==> src/rtl/lfsr_crypt_seq.sv <==
// Stream cipher sequencer: reads config bytes, seeds an external 6-bit LFSR, writes a
// keystream-masked preamble followed by the XOR-encrypted message into data memory.
module lfsr_crypt_seq #(
  parameter int MSG_LEN  = 50,
  parameter int OUT_BASE = 64,
  parameter int CFG_BASE = 61
) (
  input  logic       clk,
  input  logic       init,
  input  logic       go,
  input  logic       abort,
  output logic [7:0] mem_raddr,
  input  logic [7:0] mem_rdata,
  output logic       mem_we,
  output logic [7:0] mem_waddr,
  output logic [7:0] mem_wdata,
  output logic       lfsr_load,
  output logic       lfsr_en,
  output logic [5:0] lfsr_taps,
  output logic [5:0] lfsr_start,
  input  logic [5:0] lfsr_state,
  output logic       busy,
  output logic       done
);

  typedef enum logic [2:0] {
    IDLE, RD_PRE, RD_TAPS, RD_START, LOAD, PRE, MSG, FIN
  } state_t;

  localparam logic [7:0] CFG_A    = 8'(CFG_BASE);
  localparam logic [7:0] OUT_A    = 8'(OUT_BASE);
  localparam logic [7:0] MSG_LAST = 8'(MSG_LEN - 1);

  state_t     state_q, state_d;
  logic [7:0] cnt_q, cnt_d;
  logic [3:0] pre_len_q, pre_len_d;
  logic [5:0] taps_q, taps_d;
  logic [5:0] start_q, start_d;
  logic       stop;

  function automatic logic [3:0] clamp_pre(input logic [7:0] v);
    if (v < 8'd7)       return 4'd7;
    else if (v > 8'd12) return 4'd12;
    else                return v[3:0];
  endfunction

  // An all-zero seed would lock the LFSR up, so it is promoted to 1.
  function automatic logic [5:0] fix_seed(input logic [5:0] v);
    return (v == 6'h00) ? 6'h01 : v;
  endfunction

  assign stop = abort && (state_q != IDLE) && (state_q != FIN);

  always_comb begin
    state_d   = state_q;
    cnt_d     = cnt_q;
    pre_len_d = pre_len_q;
    taps_d    = taps_q;
    start_d   = start_q;
    mem_raddr = 8'h00;
    mem_we    = 1'b0;
    mem_waddr = 8'h00;
    mem_wdata = 8'h00;
    lfsr_load = 1'b0;
    done      = 1'b0;
    case (state_q)
      IDLE: begin
        cnt_d = 8'h00;
        if (go && !abort) state_d = RD_PRE;
      end
      RD_PRE: begin
        mem_raddr = CFG_A;
        pre_len_d = clamp_pre(mem_rdata);
        state_d   = RD_TAPS;
      end
      RD_TAPS: begin
        mem_raddr = CFG_A + 8'd1;
        taps_d    = mem_rdata[5:0];
        state_d   = RD_START;
      end
      RD_START: begin
        mem_raddr = CFG_A + 8'd2;
        start_d   = fix_seed(mem_rdata[5:0]);
        state_d   = LOAD;
      end
      LOAD: begin
        lfsr_load = 1'b1;
        cnt_d     = 8'h00;
        state_d   = PRE;
      end
      PRE: begin
        mem_we    = 1'b1;
        mem_waddr = OUT_A + cnt_q;
        mem_wdata = 8'h5F ^ {2'b00, lfsr_state};
        if (cnt_q == {4'b0000, pre_len_q} - 8'd1) begin
          cnt_d   = 8'h00;
          state_d = MSG;
        end else begin
          cnt_d = cnt_q + 8'd1;
        end
      end
      MSG: begin
        mem_raddr = cnt_q;
        mem_we    = 1'b1;
        mem_waddr = OUT_A + {4'b0000, pre_len_q} + cnt_q;
        mem_wdata = mem_rdata ^ {2'b00, lfsr_state};
        if (cnt_q == MSG_LAST) begin
          cnt_d   = 8'h00;
          state_d = FIN;
        end else begin
          cnt_d = cnt_q + 8'd1;
        end
      end
      FIN: begin
        done    = 1'b1;
        state_d = IDLE;
      end
      default: state_d = IDLE;
    endcase
    // Cancel: squash this cycle's side effects and leave config untouched.
    if (stop) begin
      state_d   = IDLE;
      cnt_d     = 8'h00;
      pre_len_d = pre_len_q;
      taps_d    = taps_q;
      start_d   = start_q;
      mem_we    = 1'b0;
      lfsr_load = 1'b0;
    end
  end

  assign lfsr_en    = mem_we;
  assign busy       = (state_q != IDLE);
  assign lfsr_taps  = taps_q;
  assign lfsr_start = start_q;

  always_ff @(posedge clk or posedge init) begin
    if (init) begin
      state_q   <= IDLE;
      cnt_q     <= 8'h00;
      pre_len_q <= 4'd7;
      taps_q    <= 6'h00;
      start_q   <= 6'h00;
    end else begin
      state_q   <= state_d;
      cnt_q     <= cnt_d;
      pre_len_q <= pre_len_d;
      taps_q    <= taps_d;
      start_q   <= start_d;
    end
  end

endmodule

==> config.mk <==
export PLATFORM = sky130hd
export DESIGN_NAME = lfsr_crypt_seq
export DESIGN_NICKNAME = d
export VERILOG_FILES = /design/src/rtl/lfsr_crypt_seq.sv
export SDC_FILE = /design/constraint.sdc
export NUM_CORES = 1
export LEC_CHECK = 0
export CORE_MARGIN = 5
export CORE_UTILIZATION = 40
export CTS_BUF_LIST = sky130_fd_sc_hd__clkbuf_8 sky130_fd_sc_hd__clkbuf_16
export DETAILED_ROUTE_END_ITERATION = 10
export DONT_BUFFER_PORTS = 1
export SKIP_LAST_GASP = 1
export SLEW_MARGIN = 20
export SYNTH_ARGS = -nofsm -noshare
export SYNTH_HDL_FRONTEND = slang
export SYNTH_SLANG_ARGS = --single-unit
==> constraint.sdc <==
create_clock -name clk -period 2.7 [get_ports clk]
set_input_delay 0.54 -clock clk [delete_from_list [all_inputs] [get_ports clk]]
set_output_delay 0.54 -clock clk [all_outputs]
set_load 0.01 [all_outputs]
==> results, run 1 <==
- The run finished with clean final reports.
- The share of cell area taken by muxes after synthesis is 7.29%.
- Synthesis inferred 27 register bits.
- The congestion estimate from routability-driven global placement came to 0.784.
- The clock reaches the later pin of the worst-skew pair after 0.27 ns.
- Counting cells, the worst reg-to-reg path comes to 10.
- The final wirelength is 5300 um.
- The combinational family with the most area after synthesis is simple AND/OR/NAND/NOR gates.
- The CTS tree is yes.
- The buffer cell driving the clock tree root is clkbuf_8.
- Setup violations remaining at the end of the flow were counted as 0.
- The post-synthesis simple-gate area fraction is 22.3%.
- The tool flagged a number of max-cap violations equal to 0.
- The leakage power figure is 0.00102 uW.
- The worst path uses around 97% of the clock period.
- The worst setup path is launched from a flop.
- The number of global-route vias before repair is approximately 1700.
- The maximum buffer depth of the clock tree is 2.
- The arrival time of the worst setup path is approximately 2.1 ns.
- In the routed layout, each cell is associated on average with a via count of 5.45.
- The filler-free cell count of the finished design is between 300 and 400.
- The number of hold-slack violations in the final timing report came to 0.
- The final global-route overflow total is 0.
- Dividing the synthesized area by the synthesized cell count gives 8.41 um2.
- Of all flip-flops after synthesis, the portion carrying an async set or reset was 100%.
- STA puts the critical path data required time at about 2.2 ns.
- The xor-xnor portion of the synthesized cell area is 3.73%.
- Including well taps, the total number of placed cells is 321.
- Based on the critical path, the design can be clocked at up to 0.380 GHz.
- The number of enable flip-flop cells after synthesis is 0.
- The warning count from the yosys run is 0.
- Across the VDD grid, the largest voltage drop is 0.465 mV.
- For this run, the detailed router's first-pass iteration total came to 4.
- The total nets after synthesis is between 200 and 300.
- The core region is 5110 um2.
- The post-place instance area is ~2200 um2.
- Summing every instance area after synthesis gives 2110 um2.
- At the pin with the least slew margin, the transition time is 0.496 ns.
- In this run the worst path has a maximum fanout of 4.
- The path category of the worst min-delay check is input port to async pin.
- The layout-stage area growth over the synthesis result is 9.84%.
- The tightest hold margin is 0.210 ns.
- In this run the number of H-tree levels came out at 1.
- After legalization and detailed placement, the total HPWL measured 4120 um.
- The area enclosed by the die boundary is 6830 um2.
- The final instance area is 2320 um2.
- The normalized max-slew margin is 66.0%.
- The endpoint kind of the worst setup timing path is a primary output.
- The chip height is 82.6 um.
- The distinct cell type count after synthesis is 44.
- Clock-pin slew was measured on the worst setup and hold paths at 0.09 ns.
- The global-route wire length before repair is 8610 um.
- Setup repair after global routing could not meet its margin everywhere.
- In this run the core area contains 26 standard-cell rows.
- Across all layers, the routed design uses 1788 vias.
- The proportion of synthesized chip area in sequential cells is 32.2%.
- In the final routed layout, each cell accounts on average for 16.2 um.
- 59 I/O pins were placed.
- The sum of negative setup slack is 0 ns.
- The count of pins over their slew limit came to 0.
- The pin count of the biggest net entering global routing is 28.
- The count of clock tree sinks is 27.
- Global routing consumed, over all layers together, between 15 and 20% of the routing resources.
- The path type of the worst setup path is flop to primary output.
- The number of antenna repair diodes is 0.
- For this run, design rule violations remaining after detail routing come to 0.
- The power density over the cells is 851 nW/um2.
- The time the worst path needs with I/O delays and setup is 2.63 ns.
- Input and output buffers added on the ports amount to 0.
- The number of antenna violations at the first check in global routing is 0.
- On the final layout, the worst clock skew is 0.00444 ns.
- Of the cells placed in the final design, the portion with a size suffix greater than 1 is 20.2%.
- The library cells used most frequently in the layout, excluding fill and tap cells, are nand2_1 (28), dfrtp_1 (23), nor2_1 (20).
- Leaving out fill and tap cells, the most frequent cell in the layout is nand2_1.
- The synthesized netlist devotes 8.65% of its cell area to adder and majority cells.
- The count of nets left with antenna violations once routing finished came out at 0.
- Summing the areas of all compound-gate instances in the mapped netlist gives 18.5% of the synthesized area.
- In the synthesized netlist the dominant register cell turns out to be dfrtp_1.
- In the synthesized netlist, the number of instances is between 200 and 300.
- The total clock buffers created by CTS is 3.
- The number of nets at the end of the flow is around 290.
- The initial utilization of the core area, before any placement, comes to between 40% and 50%.
- Counting the fill cells in the layout gives 516.
- The power consumption is 1970 uW.
- The floorplan step set the die width to 82.6 um.
- The violation count after the first detailed-route iteration is 96.
-- layout make-up --
type,instances,area [um2],share of cell area (%)
clock inverters,1,7.51,0.324
multi-input cells,192,1300,56.0
clock buffers,3,41.3,1.78
flip-flops and latches,27,681,29.4
well taps,70,87.6,3.78
inverters,16,60.1,2.59
repair buffers,19,143,6.15
-- final timing paths --
path,start,to,slack (ns)
hold reg to reg,pre_len_q[2]$_DFFE_PP1P_,pre_len_q[2]$_DFFE_PP1P_,0.54
setup / recovery,pre_len_q[1]$_DFFE_PP1P_,mem_waddr[7],0.07
max in group asynchronous,init,pre_len_q[2]$_DFFE_PP1P_,2.18
min in group clk,mem_rdata[3],lfsr_start[3]$_DFFE_PP0P_,0.41
hold / removal,init,lfsr_taps[4]$_DFFE_PP0P_,0.21
setup reg to reg,pre_len_q[0]$_DFFE_PP1P_,state_q[0]$_DFFE_PP0P_,0.39
-- critical path, stage by stage (launching register included) --
cell and delay, ns:
dfstp_2 0.57, ha_1 0.24, a21o_1 0.19, a21oi_2 0.18, o21bai_1 0.12, a21oi_1 0.17, xnor2_1 0.14, o21ai_1 0.07
buf_4 0.14
-- cells by family after synthesis --
logic type,Yosys count
AOI/OAI and AO/OA,64
xor gates and xnor gates,9
adders and majority gates,14
buffers and inverters,32
DFF,27
muxes,14
and+or+nand+nor,91
-- what timing repair did --
item,CTS,global route
pin swaps,0,2
setup buffers,1,2
resized for setup,1,9
setup endpoints to repair,3,12
hold buffers,0,0
-- routing by layer --
layer  up-vias  GRT usage, %  routed length, um
li1        885             -                  -
met3         4          3.47                284
met1       863          21.5               2300
met5         -             0                  0
met2        36          27.2               2670
met4         0          3.43                 46
-- per-stage QoR --
| step | worst slack (ns) | util (%) |
|---|---|---|
| 6_report | 0.0709 | 45.4 |
| 2_1_floorplan | 0.378 | - |
| 5_1_grt | -0.0637 | 45.4 |
| 3_5_place_dp | 0.252 | 43.6 |
| 3_3_place_gp | 0.296 | 43.6 |
| 4_1_cts | -0.0322 | 44.7 |
-- power breakdown --
part | switching [uW] | leakage, uW | internal, uW | total [uW]
registers | 171 | 0.000334 | 555 | 726
logic | 594 | 0.000668 | 417 | 1010
clock network | 131 | 0.0000217 | 105 | 236
-- cell usage after synthesis (2+ instances only) --
library cell  number  area [um2]
clkbuf_1           8        30.0
mux2_2            11         124
a22o_1             3        26.3
nor3b_1            2        15.0
xor2_1             2        17.5
buf_4              2        15.0
nor4_1             2        12.5
buf_6              3        33.8
nand3b_1           7        52.6
xnor2_1            7        61.3
dfstp_2            3        78.8
mux2i_1            3        30.0
a211oi_1           4        30.0
nor4_2             2        25.0
nand3_1            7        35.0
inv_1             16        60.1
o22ai_1            2        12.5
nand2b_1           5        31.3
ha_1              13         163
dfrtp_1           24         601
nand2_1           28         105
buf_2              3        15.0
a31oi_1            3        18.8
a21o_1             5        37.5
o21ai_0           18        90.1
and2_1             4        25.0
and3_1             4        25.0
a21oi_1           22         110
nor2_1            20        75.1
nor3_1             4        20.0
-- sequential cells by signal, summed over array words and instances, names as in the netlist --
signal      count
cnt_q           8
pre_len_q       4
state_q         3
lfsr_start      6
lfsr_taps       6
Note: power is estimated with default switching activity, not from simulation.
==> run 2, diff against run 1 <==
--- a/config.mk
+++ b/config.mk
@@ -5,8 +5,9 @@
 export SDC_FILE = /design/constraint.sdc
 export NUM_CORES = 1
 export LEC_CHECK = 0
+export ABC_CLOCK_PERIOD_IN_PS = 2700
 export CORE_MARGIN = 5
-export CORE_UTILIZATION = 40
+export CORE_UTILIZATION = 35
 export CTS_BUF_LIST = sky130_fd_sc_hd__clkbuf_8 sky130_fd_sc_hd__clkbuf_16
 export DETAILED_ROUTE_END_ITERATION = 10
 export DONT_BUFFER_PORTS = 1
==> run 2 against run 1 <==
Against the previous run: die area is 13% higher; maximum frequency grew 0.44%; non-clock buffer count up 3.
==> results, run 2 (synthesis gave the netlist of run 1 again) <==
- The endpoint kind of the worst setup timing path is a primary output.
- The share of cells above drive strength 1 is between 20% and 30%.
- 0 antenna diodes ended up in the layout.
- The weighted congestion at the end of routability-driven global placement is 0.799.
- The final setup violation count is 0.
- In this run the power density over the cells is 839 nW/um2.
- In this run the standard cell core region covers 5890 um2.
- The cell occurring most often along the worst timing path is a21oi_2.
- The number of hold buffers added after cts is 0.
- The number of top-level pins is 59.
- In the final routed layout, each cell accounts on average for 16.2 um.
- The worst register-to-register path ends at cnt_q[2]$_DFFE_PP0P_.
- In this run the critical register-to-register path is launched from pre_len_q[0]$_DFFE_PP1P_.
- The highest clock rate is 0.382 GHz.
- The register with the most flip-flops in the layout has 8 of them.
- The count of TritonRoute iterations in the first routing pass is 4.
- The violation count after the first detailed-route iteration is between 100 and 150.
- The placed wire-length estimate after detailed placement is about 4300 um.
- In the global route stage, overall resource usage came out at 14.5%.
- The arrival time of the worst setup path is 2.08 ns.
- In this run the core area contains 28 standard-cell rows.
- The switching power of the nets is 904 uW.
- The area of combinational cells with multiple inputs is 1320 um2.
- In the routed layout, each cell is associated on average with a via count of 5.29.
- Setup slack on the critical path of the routed design comes to 0.0825 ns.
- The worst path uses between 90% and 100% of the clock period.
- Setup repair after global routing could not meet its margin everywhere.
- On the critical path the largest part of the delay comes from compound AO/OA/AOI/OAI gates.
- Once detail routing completed, the nets flagged for antenna violations numbered 0.
- Summed over all cells, the static leakage comes to 0.00103 uW.
- The portion of total power attributed to combinational logic is 51.0%.
- Of the total power, the share spent switching nets is 45.5%.
- The number of nets at the end of the flow is ~290.
- TritonCTS created 3 clock buffers.
- The count of cells in the finished layout, fillers not included, comes to 336.
- The die covers 7680 um2.
- Global routing finished with a remaining overflow of 0.
- Before CTS, the worst setup slack after placement is 0.200 ns.
- Among all stages on the critical path, the largest delay is contributed by dfstp_2.
- The clock transition at the register clock pins on the worst setup and hold paths after CTS is 0.10 ns.
- The clock reaches the later pin of the worst-skew pair after around 0.27 ns.
- The worst hold path belongs to the class input port to async pin.
- The CTS tree is yes.
- The placed instance count is 328.
- The run finished with clean final reports.
- Fill cells in the final layout number about 610.
- Registers take between 600 and 700 um2.
- The clock network burns approximately an eighth of the power.
- For this run, the slowest stage of the critical path takes 0.56 ns.
- The total of buffers placed on input and output ports is 0.
- At the pin with the least slew margin, the transition time is 0.916 ns.
- The number of cells on the worst reg-to-reg path is 10.
- IR analysis of the VDD net gives a maximum drop of 0.494 mV.
- After detailed routing, the total wire length is 5440 um.
- The clock passes through at most 2 buffers.
- Measured against its own limit, the worst slew margin works out to between 30% and 40%.
- Cells fill about 40% of the core in the end.
- The depth of the CTS H-tree is 1.
- Across all register-to-register paths, the minimum setup slack is 0.18 ns.
- The pin count of the biggest net entering global routing is 26.
- More flip-flops sit in one register than any other, and that register is cnt_q.
- The buffer cell driving the clock tree root is clkbuf_8.
- The detailed router placed 1779 vias in this run.
- The leading cell type in the layout, fill and taps excluded is nand2_1.
- The count of clock tree sinks is 27.
- The starting density of the core is 35.9%.
- The post-route clock skew is 0.000914 ns.
- The number of global-route vias before repair was ~1800.
- The internal portion of the total power is 1080 uW.
- The die is 87.7 um tall.
- The number of buffers and inverters on the critical path is 1.
- From synthesis to final layout, the design area changed by 12.2%.
- In the layout the commonest cells are nand2_1 (28), dfrtp_1 (23), buf_4 (22).
- The global-route wire length before repair is 8940 um.
- Sequential cells account for 36.7% of the total power.
- The data required time of the critical path is 2.16 ns.
- The path type of the worst setup path is flop to primary output.
- The width of the die is 87.7 um.
- The time the worst path needs with I/O delays and setup is roughly 2.6 ns.
- The number of hold-slack violations in the final timing report is 0.
- After detailed routing, the number of remaining DRC violations is 0.
- The critical path depth in cells is 8.
- The count of pins over their slew limit was 0.
- The biggest fanout along the worst timing path is 3.
- Across the run, the number of max-cap violations was 0.
- The launching element type of the critical path is a flop.
- The number of antenna violations at the first check in global routing is 0.
- Walking the worst path, the cells encountered are ha_1 -> a21o_1 -> a21oi_2 -> o21bai_2 -> a21oi_2 -> xnor2_1 -> o21ai_1 -> buf_4.
[run 2: changes by cell type in the layout (fill, tap and decap cells not counted), moves of 2 or more]
cell / before / now
inv_1: 16 / 13
a21oi_1: 19 / 17
ha_1: 13 / 11
inv_2: 0 / 2
a21oi_2: 3 / 5
buf_4: 19 / 22
[run 2: worst register-to-register path, stage by stage, from the launching register on]
cell and delay, ns:
dfstp_2 0.58, buf_4 0.13, inv_1 0.04, ha_1 0.21, xnor2_1 0.20, xnor2_1 0.17, nor4_2 0.07, o22ai_1 0.51
buf_4 0.25, nand3b_1 0.08, a31oi_1 0.21
[run 2: layout make-up]
type                       count  share of cell area, %
multi-input combinational    192                   55.7
sequential                    27                   28.8
timing repair buffer          22                   6.98
tap                           75                   3.96
inverter                      16                   2.54
clock buffer                   3                   1.74
clock inverter                 1                  0.317
[run 2: power groups by stage]
stage / clock (uW) / combinational, uW / sequential [uW]
after CTS: 248 / 1000 / 728
after global placement: 0 / 978 / 735
after global routing: 264 / 1150 / 749
final: 245 / 1010 / 728
after detailed placement: 0 / 988 / 739
after floorplan: 0 / 780 / 695
[run 2: how the worst max path moves through the flow]
stage | start | end
after floorplan | pre_len_q[0]$_DFFE_PP1P_ | mem_waddr[6]
after global placement | cnt_q[1]$_DFFE_PP0P_ | mem_waddr[5]
after detailed placement | cnt_q[1]$_DFFE_PP0P_ | mem_waddr[7]
after CTS | pre_len_q[1]$_DFFE_PP1P_ | mem_waddr[7]
after global routing | pre_len_q[1]$_DFFE_PP1P_ | mem_waddr[7]
final | pre_len_q[1]$_DFFE_PP1P_ | mem_waddr[7]
[run 2: what timing repair did]
item | 4_1_cts | 5_1_grt
endpoints found under the setup margin | 4 | 8
pin swaps | 1 | 8
setup buffers | 1 | 3
resized for setup | 4 | 13
[run 2: through the flow]
stage / TNS, ns / power, uW / hold slack, ns / instance area (um2)
after global placement: 0 / 1710 / 0.517 / 2250
after CTS: -0.0102 / 1980 / 0.403 / 2310
after global routing: -0.0737 / 2160 / 0.283 / 2370
final: 0 / 1990 / 0.225 / 2370
after detailed placement: 0 / 1730 / 0.526 / 2250
after floorplan: 0 / 1470 / 0.489 / 2110
[run 2: layer usage]
| metal | wire length, um | share of wire, % | track usage (%) |
|---|---|---|---|
| met1 | 2350 | 43 | 18.9 |
| met2 | 2840 | 52 | 24.9 |
| met3 | 207 | 3.8 | 2.45 |
| met4 | 47 | 0.86 | 4.04 |
| met5 | 0 | 0 | 0 |
==> run 3, diff against run 2 <==
--- a/config.mk
+++ b/config.mk
@@ -7,10 +7,11 @@
 export LEC_CHECK = 0
 export ABC_CLOCK_PERIOD_IN_PS = 2700
 export CORE_MARGIN = 5
-export CORE_UTILIZATION = 35
+export CORE_UTILIZATION = 60
 export CTS_BUF_LIST = sky130_fd_sc_hd__clkbuf_8 sky130_fd_sc_hd__clkbuf_16
 export DETAILED_ROUTE_END_ITERATION = 10
 export DONT_BUFFER_PORTS = 1
+export PLACE_DENSITY = 0.76
 export SKIP_LAST_GASP = 1
 export SLEW_MARGIN = 20
 export SYNTH_ARGS = -nofsm -noshare
==> constraint.sdc (replaced) <==
create_clock -name clk -period 2.7 [get_ports clk]
set_input_delay 0.405 -clock clk [delete_from_list [all_inputs] [get_ports clk]]
set_output_delay 0.405 -clock clk [all_outputs]
set_load 0.01 [all_outputs]
==> run 3 against run 2 <==
Against the previous run: register-to-register slack better by 0.30 ns; die area down 37%; first-iteration DRC count up 9.5%; non-clock buffer count down 13; cell count down 13%; design area down 6.6%; core utilization up 26 points; worst setup slack better by 0.039 ns; sequential share of layout area up 2.0 points; clock skew up 0.0025 ns; critical path depth up 1; total power down 2.9%.
==> results, run 3 (synthesis gave the netlist of run 1 again) <==
- Setup violations remaining at the end of the flow were counted as 0.
- The width of the die is 69.3 um.
- The time the worst path needs with I/O delays and setup is 2.58 ns.
- In this run the tightest slew margin relative to its limit is between 60% and 70%.
- The count of TritonRoute iterations in the first routing pass is 4.
- The number of DRC violations after detailed routing is 0.
- Global routing used 21.0% of the available tracks.
- The antenna violation net count after detailed routing is 0.
- Setup repair after global routing could not meet its margin everywhere.
- The weighted congestion at the end of routability-driven global placement is 0.852.
- The number of global-route vias before repair is 1731.
- The critical path in this run is classified as flop to primary output.
- The power consumption is 1930 uW.
- The number of setup buffers added after CTS is 0.
- The launching element type of the critical path is a flop.
- The global-route wire length before repair is between 8000 and 9000 um.
- The number of hold-slack violations in the final timing report was 0.
- The detailed-route vias per instance is 5.99.
- The beginning of the critical path is pre_len_q[0]$_DFFE_PP1P_.
- The count of pins over their slew limit is 0.
- The largest delay contributor family on the critical path is compound AO/OA/AOI/OAI gates.
- The floorplan core area is roughly 3400 um2.
- The number of antenna violations at the first check in global routing is 0.
- The final layout contains routed wiring with a total length of 4900 um.
- The starting density of the core is 62.8%.
- Derived from the worst setup path, the maximum achievable clock frequency is 0.388 GHz.
- Clock-pin slew was measured on the worst setup and hold paths at around 0.1 ns.
- The final global-route overflow total is 0.
- During I/O placement, the number of pins put on the boundary was 59.
- In this run the static leakage power is slightly below 0.001 uW.
- The critical-path cell with the highest stage delay is dfstp_2.
- For the final routed database, the setup TNS stands at 0 ns.
- The number of cells on the worst reg-to-reg path is 10.
- The area growth from synthesis to layout is 4.74%.
- The library cell used most frequently in the layout, excluding fill and tap cells, is nand2_1.
- The largest stage delay on the critical path is 0.57 ns.
- Together, buffers and inverters on the worst path number 2.
- The floorplan has 21 rows.
- The worst setup path endpoint is mem_waddr[6].
- In this run the register-to-register setup slack is ~0.48 ns.
- The area enclosed by the die boundary is 4800 um2.
- The run finished with clean final reports.
- The number of flip-flops under the largest register name is 8.
- The depth of the CTS H-tree is 1.
- The tool flagged a number of max-cap violations equal to 0.
- The pin count of the biggest net entering global routing is 28.
- Clock latency on the worst-skew pair, taken at its later pin, is 0.28 ns.
- The post-place instance area is between 2000 and 2500 um2.
- Data on the critical path arrives at its endpoint at 2.17 ns.
- In the final layout, the share of cells above drive strength 1 is between 10% and 20%.
- On the final layout, the worst hold slack is 0.0625 ns.
- Counting the buffers created by CTS gives 3.
- The post-route clock skew is 0.00343 ns.
- Of all nets on the critical path, the largest fanout is 4.
- After layout, the worst setup slack is 0.122 ns.
- The total vias in the final route is about 1800.
- The number of nets at the end of the flow is 281.
- The buffer cell driving the clock tree root is clkbuf_8.
- In the final routed layout, each cell accounts on average for 16.7 um.
- The wire-length estimate of the detail-placed layout is 3680 um.
- The critical path crosses 9 cells after its start point.
- Counting along the longest clock path gives a buffer depth of 2.
- The path category of the worst min-delay check is input port to async pin.
- The worst setup path is captured at a primary output.
- The data required time of the critical path is 2.30 ns.
- The terminus of the critical flop-to-flop path is state_q[1]$_DFFE_PP0P_.
- The total of buffers placed on input and output ports is 0.
- The number of antenna repair diodes is 0.
- Traced cell by cell, the critical path runs through ha_1 -> inv_1 -> fa_2 -> inv_1 -> a21o_1 -> a21oi_1 -> o21ai_1 -> a21oi_1 -> a31o_2.
- The maximum vdd drop is 0.586 mV.
- The number of hold buffers added after cts is 0.
- The die is 69.3 um tall.
- In this run the power density over the cells is 872 nW/um2.
- The part of the cycle the worst path needs is between 90 and 100%.
- The startpoint of the worst register-to-register path is pre_len_q[1]$_DFFE_PP1P_.
- The final instance area is 2210 um2.
- In the layout the commonest cells are nand2_1 (28), dfrtp_1 (23), a21oi_1 (21).
- TritonCTS built the clock tree.
- The transition at the pin with the smallest max-transition slack is 0.521 ns.
- The clock net in this run drives a total of 27 sinks.
- More flip-flops sit in one register than any other, and that register is cnt_q.
- At the placement stage, the worst setup path has a slack of 0.374 ns.
- The violation count after the first detailed-route iteration is 150.
[run 3: changes by cell type in the layout (fill, tap and decap cells not counted), sizes merged]
cell,previous run,this run
clkinv,1,0
buf,22,9
inv,15,16
[run 3: cell type report]
type | instances | area [um2]
clock inverters | 1 | 7.51
inverters | 16 | 60.1
flip-flops and latches | 27 | 681
fillers | 299 | 1150
repair buffers | 9 | 80.1
well taps | 46 | 57.6
clock buffers | 3 | 41.3
multi-input cells | 192 | 1280
[run 3: repair_timing]
| item | in CTS | in global routing |
|---|---|---|
| endpoints found under the hold margin | 0 | 0 |
| resized for setup | 0 | 5 |
| endpoints found under the setup margin | 0 | 3 |
[run 3: through the flow]
step / util [%] / std cells
6_report: 65.7 / 294
5_1_grt: 65.7 / 294
4_1_cts: 65.5 / 294
3_5_place_dp: 64.1 / 290
3_3_place_gp: 64.1 / 290
2_1_floorplan: - / 251
[run 3: worst min-delay path by stage]
| stage | start | end | slack [ns] |
|---|---|---|---|
| CTS | init | state_q[2]$_DFFE_PP0P_ | 0.07 |
| global placement | init | lfsr_start[4]$_DFFE_PP0P_ | 0.38 |
| detailed placement | init | lfsr_start[4]$_DFFE_PP0P_ | 0.38 |
| global route | init | lfsr_start[4]$_DFFE_PP0P_ | 0.09 |
| floorplan | init | cnt_q[0]$_DFFE_PP0P_ | 0.46 |
| finish | init | lfsr_start[5]$_DFFE_PP0P_ | 0.06 |
[run 3: metal layers]
layer	track usage [%]	share of wire (%)	vias up
li1	-	-	867
met1	28.7	46	826
met2	32.2	46	59
met3	4.49	6.9	10
met4	8.24	1.8	0
met5	0	0	-
[run 3: power breakdown]
group	internal, uW	switching (uW)
Clock	105	141
Sequential	556	184
Combinational	394	548
